File: src/rtl/bus_arb_pkg.sv
// bus_arb_pkg: shared FSM state encoding and default sizes for bus_arbiter (no ports)
package bus_arb_pkg;
  typedef enum logic [1:0] {IDLE = 2'd0, GRANT = 2'd1, OWN = 2'd2, RELEASE = 2'd3} state_e;
  localparam int NREQ_DEF = 4;
  localparam int WIDTH_DEF = 16;
  localparam int HOLD_MAX_DEF = 8;
endpackage

File: src/rtl/bus_arbiter_if.sv
// bus_arbiter_if: request/grant/data bundle; slave = arbiter side (req/rel/wr/data_in in; grant/grant_id/busy/oe/bus_out/timeout out), master = requester side
interface bus_arbiter_if import bus_arb_pkg::*; #(
  parameter int NREQ = NREQ_DEF,
  parameter int WIDTH = WIDTH_DEF,
  localparam int IW = $clog2(NREQ)
);
  logic [NREQ-1:0] req;
  logic [NREQ-1:0] rel;
  logic [NREQ-1:0] wr;
  logic [NREQ*WIDTH-1:0] data_in;
  logic [NREQ-1:0] grant;
  logic [IW-1:0] grant_id;
  logic busy;
  logic oe;
  logic [WIDTH-1:0] bus_out;
  logic timeout;
  modport slave (input req, rel, wr, data_in, output grant, grant_id, busy, oe, bus_out, timeout);
  modport master (output req, rel, wr, data_in, input grant, grant_id, busy, oe, bus_out, timeout);
endinterface

File: src/rtl/bus_arbiter_rr_pick.sv
// rr_pick: combinational round-robin picker, lowest offset from ptr wins; in req/ptr, out onehot/idx/any
module rr_pick #(
  parameter int NREQ = 4,
  localparam int IW = $clog2(NREQ)
) (
  input  logic [NREQ-1:0] req,
  input  logic [IW-1:0]   ptr,
  output logic [NREQ-1:0] onehot,
  output logic [IW-1:0]   idx,
  output logic            any
);
  logic [IW-1:0] j;
  always_comb begin
    onehot = '0;
    idx = '0;
    j = '0;
    for (int i = NREQ - 1; i >= 0; i--) begin
      j = IW'((int'(ptr) + i) % NREQ);
      if (req[j]) begin
        onehot = '0;
        onehot[j] = 1'b1;
        idx = j;
      end
    end
  end
  assign any = |req;
endmodule

File: src/rtl/bus_arbiter.sv
// bus_arbiter: round-robin owner of the shared transceiver bus with oe turnaround gaps; clk, reset (async active-low), bus_arbiter_if.slave bus; define BUS_ARB_TIMEOUT_EN for the HOLD_MAX watchdog
module bus_arbiter import bus_arb_pkg::*; #(
  parameter int NREQ = NREQ_DEF,
  parameter int WIDTH = WIDTH_DEF,
  parameter int HOLD_MAX = HOLD_MAX_DEF,
  localparam int IW = $clog2(NREQ)
) (
  input logic clk,
  input logic reset,
  bus_arbiter_if.slave bus
);
  state_e state_q;
  logic [NREQ-1:0] grant_q, pick_oh;
  logic [IW-1:0] owner_q, ptr_q, ptr_d, pick_idx;
  logic busy_q, timeout_q, pick_any, own, oe, done, limit;
  if (NREQ < 2 || NREQ > 8 || HOLD_MAX < 1) begin : g_cfg
    $error("bus_arbiter: NREQ must be 2..8 and HOLD_MAX at least 1");
  end
  rr_pick #(.NREQ(NREQ)) u_pick (
    .req(bus.req),
    .ptr(ptr_q),
    .onehot(pick_oh),
    .idx(pick_idx),
    .any(pick_any)
  );
  assign own = state_q == OWN;
  assign done = bus.rel[owner_q] || !bus.req[owner_q];
  assign ptr_d = (owner_q == IW'(NREQ - 1)) ? '0 : owner_q + 1'b1;
`ifdef BUS_ARB_TIMEOUT_EN
  localparam int HW = $clog2(HOLD_MAX + 1);
  logic [HW-1:0] hold_q;
  assign limit = hold_q == HW'(HOLD_MAX - 1);
  always_ff @(posedge clk or negedge reset)
    if (!reset) hold_q <= '0;
    else if (state_q == IDLE) hold_q <= '0;
    else if (own && hold_q != HW'(HOLD_MAX)) hold_q <= hold_q + 1'b1;
`else
  assign limit = 1'b0;
`endif
  always_ff @(posedge clk or negedge reset)
    if (!reset) begin
      state_q <= IDLE;
      grant_q <= '0;
      owner_q <= '0;
      ptr_q <= '0;
      busy_q <= 1'b0;
      timeout_q <= 1'b0;
    end else begin
      timeout_q <= 1'b0;
      case (state_q)
        IDLE: if (pick_any) begin
          state_q <= GRANT;
          grant_q <= pick_oh;
          owner_q <= pick_idx;
          busy_q <= 1'b1;
        end
        GRANT: state_q <= OWN;
        OWN: if (done || limit) begin
          state_q <= RELEASE;
          grant_q <= '0;
          busy_q <= 1'b0;
          ptr_q <= ptr_d;
          timeout_q <= !done;
        end
        RELEASE: state_q <= IDLE;
      endcase
    end
  assign oe = own && bus.wr[owner_q];
  assign bus.oe = oe;
  assign bus.bus_out = oe ? bus.data_in[owner_q*WIDTH +: WIDTH] : '0;
  assign bus.grant = grant_q;
  assign bus.grant_id = owner_q;
  assign bus.busy = busy_q;
  assign bus.timeout = timeout_q;
endmodule

File: src/flat_wrapper.sv
// flat-port wrapper written by rule: the top's interface ports become plain ports
module bus_arbiter_flat import bus_arb_pkg::*;
#(
  parameter int NREQ = NREQ_DEF,
  parameter int WIDTH = WIDTH_DEF,
  parameter int HOLD_MAX = HOLD_MAX_DEF,
  localparam int IW = $clog2(NREQ)
)
  (clk, reset, bus_req, bus_rel, bus_wr, bus_data_in, bus_grant, bus_grant_id, bus_busy, bus_oe, bus_bus_out, bus_timeout);
  bus_arbiter_if #(.NREQ(NREQ), .WIDTH(WIDTH)) bus_i ();
  input logic clk;
  input logic reset;
  input wire logic [$bits(bus_i.req)-1:0] bus_req;
  input wire logic [$bits(bus_i.rel)-1:0] bus_rel;
  input wire logic [$bits(bus_i.wr)-1:0] bus_wr;
  input wire logic [$bits(bus_i.data_in)-1:0] bus_data_in;
  output wire logic [$bits(bus_i.grant)-1:0] bus_grant;
  output wire logic [$bits(bus_i.grant_id)-1:0] bus_grant_id;
  output wire logic [$bits(bus_i.busy)-1:0] bus_busy;
  output wire logic [$bits(bus_i.oe)-1:0] bus_oe;
  output wire logic [$bits(bus_i.bus_out)-1:0] bus_bus_out;
  output wire logic [$bits(bus_i.timeout)-1:0] bus_timeout;
  assign bus_i.req = bus_req;
  assign bus_i.rel = bus_rel;
  assign bus_i.wr = bus_wr;
  assign bus_i.data_in = bus_data_in;
  assign bus_grant = bus_i.grant;
  assign bus_grant_id = bus_i.grant_id;
  assign bus_busy = bus_i.busy;
  assign bus_oe = bus_i.oe;
  assign bus_bus_out = bus_i.bus_out;
  assign bus_timeout = bus_i.timeout;
  bus_arbiter #(.NREQ(NREQ), .WIDTH(WIDTH), .HOLD_MAX(HOLD_MAX)) u_core (.clk(clk), .reset(reset), .bus(bus_i));
endmodule
File: config.mk
export PLATFORM = sky130hd
export DESIGN_NAME = bus_arbiter_flat
export DESIGN_NICKNAME = d
export VERILOG_FILES = /design/src/rtl/bus_arb_pkg.sv /design/src/rtl/bus_arbiter_if.sv /design/src/rtl/bus_arbiter_rr_pick.sv /design/src/rtl/bus_arbiter.sv /design/src/flat_wrapper.sv
export SDC_FILE = /design/constraint.sdc
export NUM_CORES = 1
export LEC_CHECK = 0
export ABC_AREA = 1
export CAP_MARGIN = 20
export CELL_PAD_IN_SITES_DETAIL_PLACEMENT = 0
export CELL_PAD_IN_SITES_GLOBAL_PLACEMENT = 1
export CORE_ASPECT_RATIO = 1.4
export CORE_MARGIN = 4
export CORE_UTILIZATION = 21
export DETAILED_ROUTE_END_ITERATION = 8
export GPL_TIMING_DRIVEN = 0
export PLACE_DENSITY_LB_ADDON = 0.1
export SLEW_MARGIN = 20
export SYNTH_ARGS = -nofsm -noshare
export SYNTH_HDL_FRONTEND = slang
export SYNTH_SLANG_ARGS = --single-unit
File: constraint.sdc
create_clock -name clk -period 2 [get_ports clk]
set_clock_uncertainty 0.2 [all_clocks]
set_input_delay 0.4 -clock clk [delete_from_list [all_inputs] [get_ports clk]]
set_output_delay 0.4 -clock clk [all_outputs]
set_load 0.01 [all_outputs]
==> flow_metrics.py, run 1 <==
metrics = {
    "placement": {
        "place_area_sq_um": 2730,
        "gp_congestion": 0.825,
        "hpwl_mm": 5.60,
        "io_buffer_count": 101,
        "placedCellCount": 473,
    },
    "yosys": {
        "synth_sequential_area_ratio_pct": 17.3,
        "synth_async_sr_flop_share_pct": 100,
        "netlist_area_pre_place_sq_um": 1590,
        "synth.ff_latch_count": 11,
        "yosys.area.top_type_share_pct": 17.4,
        "syn-instance-count": 275,
        "synth.top_cells.by_area": "nor2_1 17%, dfrtp_1 17%, nand2_1 12%, o21ai_0 10%, ha_1 8.6%",
        "synth-main-ff-cell": "dfrtp_1",
        "count_of_cell_types_in_the_netlist": 29,
        "syn_nets": 364,
        "synth_edf_count": 0,
        "post_synth.cell_area_avg_sq_um": 5.80,
        "synth_largest_area_cell": "nor2_1",
        "ys.warnings.count": 0,
    },
    "worst_hold_path": {
        "hp-start": "u_core.state_q[0]$_DFFE_PN0P_",
        "hp-class": "reg2reg",
        "min_to": "u_core.state_q[0]$_DFFE_PN0P_",
        "cell_count_of_the_worst_hold_path": 2,
    },
    "sta": {
        "finalHoldWorstSlack_ns": 0.268,
        "rsz_0062_raised_after_global_routing": "yes",
        "setup_slack_ns": -0.317,
        "final_hold_viol_count": 0,
        "setup_total_negative_slack_ns": -4.33,
        "final_min_period_over_clock_period_pct": 116,
        "period_needed_ns": 2.32,
        "maxClockFrequency_mhz": 432,
        "setup_viol": 17,
        "maxSlewViolCount": 0,
    },
    "critical_path": {
        "startpoint_type": "flop",
        "r2r_cells": 12,
        "worstSetupEndpointType": "output pin",
        "worstPathArrival_ns": 1.72,
        "cp.depth": 9,
        "required_ns": 1.40,
        "critPathSlowestCell": "dfrtp_1",
        "cpPeakStageDelay_ns": 0.41,
        "timing.critical_path.max_delay_family": "buffers and inverters",
        "worst-setup-path-type": "reg2out",
        "crit_buf_inv": 4,
        "critical_path.reg2reg.endpoint": "u_core.bus.grant[0]$_DFFE_PN0P_",
        "worstPathCellList": "buf_6 -> nor2_2 -> nor2_1 -> o21ai_2 -> a21oi_4 -> inv_4 -> buf_12 -> a21oi_2 -> buf_2",
        "cp_max_fo": 8,
        "rrSetupSlack_ns": 0.15,
        "regToRegStartpoint": "u_core.ptr_q[1]$_DFFE_PN0P_",
    },
    "clock_tree": {
        "h_tree_depth": 1,
        "ctsLongestPathBuffers": 2,
        "clock_tree_from_tritoncts": "built",
        "worst_path_clk_slew_ns": 0.05,
        "cts_hold_buffers": 0,
        "cts_sinks": 11,
        "cts-root-buf": "clkbuf_8",
        "number_of_clock_buffers_inserted_by_tritoncts": 3,
        "worst_skew_pair.late_latency_ns": 0.23,
    },
    "die": {
        "boundaryPins": 103,
        "floorplan.core_area_sq_um": 7360,
        "die_area_sq_um": 9070,
        "die_w_um": 81.6,
        "floorplan.initialDensity_pct": 21.7,
        "fp.dieH_um": 111,
        "site_row_count": 37,
    },
    "job": {
        "maxCapViolations": 0,
    },
    "drt": {
        "finalWirelength_mm": 7.11,
        "vias": 2188,
        "wire_per_inst_um": 14.4,
        "detail_route.first_pass.iterations": 5,
        "drc_errors": 0,
        "viasPerCell": 4.44,
        "starting_drc_count_in_detailed_routing": 67,
        "antenna_nets_post_route": 0,
    },
    "grt": {
        "track_usage_pct": 15.2,
        "grt_pass1_vias": 2226,
        "global_route.overflow_total": 0,
        "grt_pass1_wl_mm": 10.8,
        "grt_max_degree": 12,
        "grt_antenna_before_repair": 0,
    },
    "final_layout": {
        "post_route_cell_area_sq_um": 2910,
        "multi_input_area_sq_um": 1200,
        "most-common-layout-cells": "82 x clkdlybuf4s50_1, 73 x nor2_1, 50 x nand2_1",
        "final_core_utilization_pct": 39.5,
        "fill_cells": 803,
        "area_growth_pct": 82.3,
        "sequential_cell_area_sq_um": 278,
        "fin_cells": 493,
        "layout.cells.most_common": "clkdlybuf4s50_1",
        "antenna_cells": 0,
        "final_nets": 486,
        "share_of_layout_cells_above_drive_strength_1_pct": 21.5,
    },
    "outcome": {
        "failed_checks": "negative setup slack",
        "status": "finished, violations left",
    },
    "pwr": {
        "power_density_nw_per_um2": 1280,
        "vdd_drop_max_mv": 0.667,
        "p_leak_nw": 1.33,
    },
}
[routing by layer]
layer | wire, um | part of all wire, % | vias up | global-route usage, %
li1 | - | - | 1136 | -
met4 | 59 | 0.83 | 0 | 2.88
met3 | 611 | 8.6 | 6 | 2.76
met2 | 3710 | 52 | 82 | 29.9
met5 | 0 | 0 | - | 0
met1 | 2730 | 38 | 964 | 16.1
[flip-flops by register name (all words and copies together) (netlist names)]
name / flops
u_core.bus.grant_id: 2
u_core.ptr_q: 2
u_core.bus.grant: 4
u_core.bus.busy: 1
u_core.state_q: 2
[power by group]
group,switching (mW),internal (mW)
Sequential,0.0866,0.329
Combinational,1.79,1.31
Clock,0.0775,0.139
Total,1.95,1.78
[area by class of cell]
type	count	area share (%)
clock buffer	4	1.55
tap	97	4.18
buffer	12	3.31
timing repair buffer	117	36.8
multi-input combinational	230	41.5
inverter	22	3.19
sequential	11	9.56
[cell usage after synthesis (2+ instances only)]
library cell / n
nor2_1: 74
o221ai_1: 2
nand3_1: 14
nand2_1: 50
nand3_2: 2
ha_1: 11
a21oi_2: 11
inv_2: 7
buf_2: 4
dfrtp_1: 11
o21ai_0: 33
a21oi_1: 15
clkbuf_1: 4
buf_4: 2
nand2_2: 3
o21ai_1: 5
inv_1: 15
[tightest hold or removal path: cells and delay by family (launching register included)]
kind          cells  cell delay [ns]
simple gates      2             0.10
flops             1             0.34
[how the worst max path moves through the flow]
stage	start	endpoint
2_1_floorplan	u_core.bus.grant_id[0]$_DFFE_PN0P_	bus_bus_out[0]
3_3_place_gp	bus_wr[2]	bus_bus_out[0]
3_5_place_dp	bus_wr[2]	bus_bus_out[0]
4_1_cts	u_core.bus.grant_id[0]$_DFFE_PN0P_	bus_bus_out[0]
5_1_grt	u_core.bus.grant_id[0]$_DFFE_PN0P_	bus_bus_out[15]
6_report	u_core.bus.grant_id[0]$_DFFE_PN0P_	bus_bus_out[14]
[per-stage QoR]
stage | power [mW] | worst slack, ns
6_report | 3.73 | -0.317
3_3_place_gp | 3.25 | -0.783
3_5_place_dp | 3.23 | -0.799
5_1_grt | 4.15 | -0.405
2_1_floorplan | 2.22 | 0.0384
4_1_cts | 3.68 | -0.310
[logic make-up (layout without fill, tap and decap cells)]
group | Yosys count | after routing | share of synthesized area [%]
compound gates | 71 | 71 | 26.7
flops | 11 | 11 | 17.3
simple gates | 147 | 147 | 37.9
fa+ha+maj | 11 | 11 | 8.63
buf+inv | 34 | 155 | 9.26
other cells | 1 | 1 | 0.235
[repair_timing]
item	4_1_cts	5_1_grt
cloned	1	0
setup endpoints to repair	23	22
buffers inserted	11	4
pin swaps	6	0
resized for setup	94	5
No activity file was read; power rests on OpenSTA's default activity.
==> inputs of run 2 (changes only) <==
--- a/config.mk
+++ b/config.mk
@@ -12,6 +12,7 @@
 export CORE_ASPECT_RATIO = 1.4
 export CORE_MARGIN = 4
 export CORE_UTILIZATION = 21
+export CTS_CLUSTER_SIZE = 28
 export DETAILED_ROUTE_END_ITERATION = 8
 export GPL_TIMING_DRIVEN = 0
 export PLACE_DENSITY_LB_ADDON = 0.1
==> results of run 2 <==
Final layout, timing and power as in run 1 (identical DEF).
==> inputs of run 3 (changes only) <==
--- a/config.mk
+++ b/config.mk
@@ -15,6 +15,7 @@
 export CTS_CLUSTER_SIZE = 28
 export DETAILED_ROUTE_END_ITERATION = 8
 export GPL_TIMING_DRIVEN = 0
+export MAX_ROUTING_LAYER = met4
 export PLACE_DENSITY_LB_ADDON = 0.1
 export SLEW_MARGIN = 20
 export SYNTH_ARGS = -nofsm -noshare
==> run 3 against run 2 <==
The flow still finishes with violations (negative setup slack). Clock-buffer cell count is the same. Core utilization grew 0.10 points. Sequential share of layout area is essentially flat. Hold slack is essentially flat.
==> flow_metrics.py, run 3 (same netlist as run 1, synthesis figures left out) <==
metrics = {
    "clock_tree": {
        "worst_path_clk_slew_ns": 0.05,
        "clock_tree_from_tritoncts": "built",
        "cts-root-buf": "clkbuf_8",
        "h_tree_depth": 1,
        "worst_skew_pair.late_latency_ns": 0.23,
        "number_of_clock_buffers_inserted_by_tritoncts": 3,
        "cts_sinks": 11,
        "ctsLongestPathBuffers": 2,
    },
    "final_layout": {
        "share_of_layout_cells_above_drive_strength_1_pct": 21.7,
        "fin_cells": 494,
        "largest_register_ffs": 4,
        "most-common-layout-cells": "82 x clkdlybuf4s50_1, 73 x nor2_1, 50 x nand2_1",
        "antenna_cells": 0,
        "area_growth_pct": 82.8,
        "layout.cells.most_common": "clkdlybuf4s50_1",
        "final_nets": 487,
    },
    "pwr": {
        "p_leak_nw": 1.34,
        "comb_power_share_pct": 83.2,
        "power_density_nw_per_um2": 1290,
        "clock_power_share_pct": 5.8,
        "p_seq_share_pct": 11.0,
        "vdd_drop_max_mv": 0.663,
        "swShare_pct": 52.0,
        "net-switching-power_mw": 1.95,
        "internal-power_mw": 1.80,
    },
    "sta": {
        "period_needed_ns": 2.30,
        "final_hold_viol_count": 0,
        "setup_slack_ns": -0.296,
        "rsz_0062_raised_after_global_routing": "yes",
        "maxSlewViolCount": 0,
        "setup_viol": 17,
        "maxClockFrequency_mhz": 435,
        "final_min_period_over_clock_period_pct": 115,
    },
    "critical_path": {
        "timing.critical_path.max_delay_family": "buffers and inverters",
        "worstPathCellList": "buf_6 -> nor2_2 -> nor2_1 -> o21ai_2 -> a21oi_4 -> inv_4 -> buf_12 -> a21oi_2 -> buf_2",
        "required_ns": 1.40,
        "worst-setup-path-type": "reg2out",
        "cpPeakStageDelay_ns": 0.41,
        "startpoint_type": "flop",
        "worstSetupEndpointType": "output pin",
        "critPathSlowestCell": "dfrtp_1",
        "cp_max_fo": 8,
        "crit_buf_inv": 4,
        "worstPathArrival_ns": 1.70,
    },
    "drt": {
        "viasPerCell": 4.41,
        "vias": 2177,
        "drc_errors": 0,
        "detail_route.first_pass.iterations": 5,
        "starting_drc_count_in_detailed_routing": 67,
        "finalWirelength_mm": 7.11,
        "wire_per_inst_um": 14.4,
        "antenna_nets_post_route": 0,
    },
    "die": {
        "boundaryPins": 103,
        "die_area_sq_um": 9070,
        "floorplan.initialDensity_pct": 21.7,
        "fp.dieH_um": 111,
        "die_w_um": 81.6,
        "site_row_count": 37,
        "floorplan.core_area_sq_um": 7360,
    },
    "job": {
        "maxCapViolations": 0,
    },
    "grt": {
        "global_route.overflow_total": 0,
        "grt_max_degree": 12,
        "grt_pass1_vias": 2229,
        "grt_use_met1_pct": 16.1,
        "grt_antenna_before_repair": 0,
        "track_usage_pct": 15.6,
        "gr-usage-met2_pct": 29.9,
        "grt-busiest-layer": "met2",
        "grt_pass1_wl_mm": 10.8,
        "met3_usage_in_global_routing_pct": 2.76,
    },
    "placement": {
        "gp_congestion": 0.838,
        "io_buffer_count": 101,
        "placedCellCount": 473,
        "hpwl_mm": 5.60,
        "placement.setup.worst_slack_ns": -0.799,
    },
    "outcome": {
        "failed_checks": "negative setup slack",
        "status": "finished, violations left",
    },
    "worst_hold_path": {
        "hp-class": "reg2reg",
    },
}
## run 3: per-stage QoR
step | util (%) | setup TNS [ns] | hold slack [ns] | power, mW | area, sq um
2_1_floorplan | - | 0 | -0.0956 | 2.22 | 1590
3_3_place_gp | 37.0 | -13.00 | 0.260 | 3.25 | 2730
3_5_place_dp | 37.0 | -13.17 | 0.260 | 3.23 | 2730
4_1_cts | 38.8 | -4.57 | 0.272 | 3.68 | 2850
5_1_grt | 39.6 | -6.17 | 0.307 | 4.17 | 2910
6_report | 39.6 | -4.30 | 0.268 | 3.76 | 2910
## run 3: timing repair
action,in CTS,in global routing
gates cloned,1,0
pin swaps,6,1
gates resized for setup,94,6
endpoints found under the setup margin,23,22
hold buffers,0,0
hold endpoints to repair,0,0
setup buffers,11,5
## run 3: cell type report
type                       count  area (sq um)
tap                           97           121
fill                         804          4450
buffer                        12          96.3
inverter                      22          92.6
timing repair buffer         118          1080
clock buffer                   4          45.0
sequential                    11           278
multi-input combinational    230          1200
## run 3: layer usage
metal,routed length [um],vias to the layer above
met5,0,-
met3,594,6
met2,3720,73
met1,2740,961
met4,56,0
li1,-,1137
## run 3: power by group through the flow
stage / Sequential (mW) / Combinational, mW / Clock [mW]
after global routing: 0.428 / 3.51 / 0.239
after CTS: 0.417 / 3.04 / 0.222
after detailed placement: 0.440 / 2.79 / 0
after floorplan: 0.436 / 1.78 / 0
final: 0.413 / 3.13 / 0.216
after global placement: 0.442 / 2.81 / 0
## run 3: path summary, 6_finish.rpt
path                                                    start                              end  slack [ns]  cells after the start
max in group asynchronous                               reset      u_core.ptr_q[0]$_DFFE_PN0P_        0.94                      1
hold / removal                  u_core.state_q[0]$_DFFE_PN0P_    u_core.state_q[0]$_DFFE_PN0P_        0.27                      2
hold reg to reg                 u_core.state_q[0]$_DFFE_PN0P_    u_core.state_q[0]$_DFFE_PN0P_        0.27                      2
min in group asynchronous                               reset  u_core.bus.grant[2]$_DFFE_PN0P_        0.30                      1
setup / recovery           u_core.bus.grant_id[0]$_DFFE_PN0P_                  bus_bus_out[14]       -0.30                      9
setup reg to reg                  u_core.ptr_q[0]$_DFFE_PN0P_  u_core.bus.grant[0]$_DFFE_PN0P_        0.15                     10
## run 3: worst min-delay path: cells and delay by family (launching register included)
kind	cells	cell delay, ns
flip-flops	1	0.34
AND/OR/NAND/NOR	2	0.10
